**config.mk**
```make
export PLATFORM = sky130hd
export DESIGN_NAME = mc_pulse_sync_rx
export DESIGN_NICKNAME = d
export VERILOG_FILES = /design/src/rtl/mc_pulse_sync_rx.sv
export SDC_FILE = /design/constraint.sdc
export NUM_CORES = 1
export LEC_CHECK = 0
export BUFFER_PORTS_ARGS = -buffer_cell sky130_fd_sc_hd__buf_2
export CAP_MARGIN = 20
export CORE_MARGIN = 3
export CORE_UTILIZATION = 63
export DETAILED_ROUTE_END_ITERATION = 8
export GPL_TIMING_DRIVEN = 0
export PLACE_DENSITY = 0.84
export SLEW_MARGIN = 20
export SYNTH_ARGS = -nofsm -noshare
export SYNTH_HDL_FRONTEND = slang
export SYNTH_SLANG_ARGS = --single-unit
```
**constraint.sdc**
```tcl
create_clock -name clk -period 3.6 [get_ports clk]
set_input_delay 0.36 -clock clk [delete_from_list [all_inputs] [get_ports clk]]
set_output_delay 0.36 -clock clk [all_outputs]
set_load 0.01 [all_outputs]
```
**src/rtl/mc_pulse_sync_rx.sv**
```systemverilog
`default_nettype none
// +----------------------------------------------------------------------------+
// | mc_pulse_sync_rx : multi-channel toggle-to-pulse synchronizer receiver,    |
// |                    with per-channel event backlog and pulse spacing.       |
// | Revision 1.0                                                               |
// +----------------------------------------------------------------------------+
module mc_pulse_sync_rx #(
  parameter int NUM_CH      = 4,
  parameter int SYNC_STAGES = 2,
  parameter int CNT_W       = 4,
  parameter int MIN_GAP     = 1
) (
  input  logic              clk,
  input  logic              rst_n,
  input  logic [NUM_CH-1:0] in_tgl,
  output logic [NUM_CH-1:0] ack_tgl,
  output logic [NUM_CH-1:0] out_pulse,
  output logic [NUM_CH-1:0] busy,
  output logic [NUM_CH-1:0] ovf,
  input  logic [NUM_CH-1:0] ovf_clr
);

  localparam logic [CNT_W-1:0] PEND_MAX  = '1;
  localparam logic [CNT_W-1:0] PEND_ZERO = '0;
  localparam logic [CNT_W-1:0] PEND_ONE  = {{(CNT_W-1){1'b0}}, 1'b1};
  localparam logic [3:0]       GAP_LOAD  = 4'(MIN_GAP);
  localparam logic [3:0]       GAP_ONE   = 4'd1;

  for (genvar c = 0; c < NUM_CH; c++) begin : g_ch
    logic [SYNC_STAGES-1:0] sync_q, sync_d;
    logic                   prev_q, prev_d;
    logic [CNT_W-1:0]       pend_q, pend_d;
    logic [3:0]             gap_q, gap_d;
    logic                   pulse_q, pulse_d;
    logic                   ovf_q, ovf_d;
    logic                   sync_out;
    logic                   event_w;
    logic                   fire_w;
    logic                   drop_w;

    always_comb begin
      sync_d   = {sync_q[SYNC_STAGES-2:0], in_tgl[c]};
      sync_out = sync_q[SYNC_STAGES-1];
      prev_d   = sync_out;
      event_w  = sync_out ^ prev_q;
      fire_w   = (gap_q == 4'd0) && ((pend_q != PEND_ZERO) || event_w);
      drop_w   = 1'b0;
      pend_d   = pend_q;

      // An event that arrives while firing replaces the consumed one, so
      // the backlog only moves when exactly one of the two happens.
      if (fire_w && !event_w) begin
        pend_d = pend_q - PEND_ONE;
      end else if (!fire_w && event_w) begin
        if (pend_q == PEND_MAX) begin
          drop_w = 1'b1;
        end else begin
          pend_d = pend_q + PEND_ONE;
        end
      end

      if (fire_w) begin
        gap_d = GAP_LOAD;
      end else if (gap_q != 4'd0) begin
        gap_d = gap_q - GAP_ONE;
      end else begin
        gap_d = 4'd0;
      end

      pulse_d = fire_w;
      // A drop in the same cycle as a clear keeps the flag raised.
      ovf_d   = drop_w | (ovf_q & ~ovf_clr[c]);
    end

    always_ff @(posedge clk or negedge rst_n) begin
      if (!rst_n) begin
        sync_q  <= '0;
        prev_q  <= 1'b0;
        pend_q  <= '0;
        gap_q   <= 4'd0;
        pulse_q <= 1'b0;
        ovf_q   <= 1'b0;
      end else begin
        sync_q  <= sync_d;
        prev_q  <= prev_d;
        pend_q  <= pend_d;
        gap_q   <= gap_d;
        pulse_q <= pulse_d;
        ovf_q   <= ovf_d;
      end
    end

    assign ack_tgl[c]   = prev_q;
    assign out_pulse[c] = pulse_q;
    assign busy[c]      = (pend_q != PEND_ZERO) || (gap_q != 4'd0);
    assign ovf[c]       = ovf_q;
  end

endmodule
`default_nettype wire

```
==> metrics.md <==
| Metric | Value |
|---|---|
| Status | `complete, no violations` |
| Leak | `1.46 nW` |
| Hold-fix buffers, CTS | `0` |
| H-tree depth | `2` |
| Reg2Reg Capture Point | `g_ch[2].pend_q[1]` |
| Routed WL | `4.23 mm` |
| Post-CTS Resized | `0` |
| Synth Net Count | `281` |
| Vias/cell | `5.37` |
| Die height | `71.4 microns` |
| Critical path arrival | `3080 ps` |
| Initial Util | `66.5%` |
| Via count | `1784` |
| Clock Latency Late Sink | `300 ps` |
| Final HPWL DP | `2.93 mm` |
| DRT antenna net count | `0` |
| Setup total negative slack | `0 ps` |
| Synthesized area per cell | `10.8 sq um` |
| Commonest non-fill, non-tap cell in the layout | `dfrtp_1` |
| CTS Buffer Depth | `2` |
| Number of iterations in the first detailed-routing pass | `4` |
| Ratio of cells with drive above 1 in the final layout | `21.6%` |
| Slew headroom | `57.5%` |
| Worst reg2reg path depth | `8` |
| Final net count | `313` |
| Post-synth EDFFs | `0` |
| Endpoints failing setup | `0` |
| Pin count of the biggest net entering global routing | `53` |
| Crit path to | `g_ch[2].pend_q[1]` |
| Syn Inst Count | `249` |
| R2r startpoint | `g_ch[2].gap_q[0]` |
| Synth warnings | `0` |
| Pwr Density | `744 nW/um^2` |
| Skew final | `4.28 ps` |
| Worst setup SP type | `flop` |
| First-pass GRT wire length | `7.55 mm` |
| GRT Util Overall | `18.6%` |
| Crit path time final | `2890 ps` |
| Row count | `23` |
| Area Growth Syn to Fin | `10.5%` |
| Total global routing overflow | `0` |
| CTS tree | `built` |
| Post-CTS Setup Bufs | `0` |
| Clock Root Buffer | `clkbuf_8` |
| Max-slew violations | `0` |
| DRT iter0 DRCs | `66` |
| CTS Sinks | `52` |
| Final hold violations | `0` |
| Pwr Total | `2.22 mW` |
| Most used DFF post-synth | `dfrtp_1` |
| Worst Setup SP | `g_ch[2].gap_q[0]` |
| DIE WIDTH | `71.4 microns` |
| # diodes | `0` |
| Fmax | `346 MHz` |
| Hold crit path type | `primary input to asynchronous set/reset pin` |
| FF+latch count, synth | `52` |
| Peak VDD IR | `434 uV` |
| CP Class | `flop to flop` |
| Vias in the first global route | `1721` |
| I/O pin total | `26` |
| Port Buffer Count | `25` |
| Worst-margin pin slew | `638 ps` |
| RSZ-0062 raised after global routing | `false` |
| Fraction of registers with async set/reset | `100%` |
| DR DRC count | `0` |
| Reg-to-reg setup timing slack | `710 ps` |
| Initial antenna violation count | `0` |
| Final period util | `80.3%` |
| Sequential share of the synthesized area | `48.3%` |
| Most frequent cells in the layout | `dfrtp_1 (52), inv_1 (29), buf_2 (24)` |
| Clock transition at path regs | `90 ps` |
| Synth Cell Area | `2700 sq um` |
| GP Congestion | `0.829` |
| Die ar. | `5100 sq um` |
| Num CTS Buffers | `5` |
| WL/cell | `12.7 microns` |
| Max FO, Critical Path | `6` |
| Core Area | `4060 sq um` |
| Yosys cell types | `44` |
| CP required | `3790 ps` |
| Critical Path End Type | `flop` |
| Max Cap Viol | `0` |
layout make-up:
type                            instances  area [sq um]
Tap cell                               50          62.6
Multi-Input combinational cell        155          1190
Timing Repair Buffer                   25           128
Buffer                                 13          97.6
Sequential cell                        52          1300
Clock inverter                          2          10.0
Inverter                               29           109
Fill cell                             297          1080
Clock buffer                            6          82.6
state kept, by name (all words and copies together) (netlist names):
signal        flops
g_ch.gap_q       16
g_ch.sync_q       8
g_ch.ovf_q        4
g_ch.pend_q      16
g_ch.prev_q       4
g_ch.pulse_q      4
worst max-delay path, stage by stage, from the launching register on:
cell and delay (ps):
dfrtp_1 370, inv_1 120, ha_1 240, nor3b_1 540, nor2b_1 350, ha_1 360, nor2_1 100, a21oi_1 330
mux2_2 380
per-layer routing:
layer / GRT usage (%) / share of wire [%]
met1: 23.2 / 46
met2: 31.3 / 49
met3: 4.63 / 3.3
met4: 6.68 / 1.6
met5: 0 / 0
power breakdown:
part | switching (mW) | total [mW] | internal, mW
registers | 0.193 | 0.986 | 0.793
logic | 0.452 | 0.892 | 0.440
clock network | 0.185 | 0.339 | 0.154
total | 0.830 | 2.22 | 1.39
cells in the mapped netlist (2+ instances only):
cell / instances / area (sq um)
nand3_1: 8 / 40.0
a31oi_1: 2 / 12.5
nand3b_1: 2 / 15.0
dfrtp_1: 52 / 1300
or3_1: 2 / 12.5
nor2_1: 14 / 52.6
xnor2_1: 8 / 70.1
and2_1: 5 / 31.3
nand2_1: 10 / 37.5
nor3_1: 4 / 20.0
mux2i_1: 2 / 20.0
nor2b_1: 4 / 25.0
xor2_1: 10 / 87.6
a21oi_1: 13 / 65.1
mux2_2: 4 / 45.0
a211oi_1: 5 / 37.5
nor4_1: 4 / 25.0
a21o_1: 4 / 30.0
nor3b_1: 6 / 45.0
o21ai_0: 4 / 20.0
inv_1: 29 / 109
ha_1: 22 / 275
o32ai_1: 2 / 17.5
buf_4: 13 / 97.6
metrics by stage:
step                area (sq um)  hold WS, ps  utilization, %  worst slack [ps]  instances
detailed placement          2890          338            71.1               772        324
global placement            2880          332            71.1               817        324
finish                      2980         69.1            73.4               709        332
CTS                         2980         94.8            73.4               703        332
floorplan                   2700         64.4               -              1120        249
global route                2980          120            73.4               466        332
logic make-up (layout without fill, tap and decap cells):
group	after synthesis	in the layout	synth area share, %
AND/OR/NAND/NOR	70	70	15.2
flip-flops	52	52	48.3
buffers and inverters	42	75	7.66
AO/OA/AOI/OAI	38	38	10.0
adder cells (fa/ha/maj)	22	22	10.2
XOR/XNOR	18	18	5.85
multiplexers	7	7	2.83
how the worst min path moves through the flow:
stage | startpoint | endpoint | slack, ps
2_1_floorplan | rst_n | g_ch[0].gap_q[0] | 60
3_3_place_gp | g_ch[0].sync_q[0] | g_ch[0].sync_q[1] | 330
3_5_place_dp | g_ch[1].sync_q[0] | g_ch[1].sync_q[1] | 340
4_1_cts | rst_n | g_ch[3].gap_q[2] | 90
5_1_grt | rst_n | g_ch[0].pend_q[3] | 120
6_report | rst_n | g_ch[3].pend_q[1] | 70
Note: power is estimated with default switching activity, not from simulation.
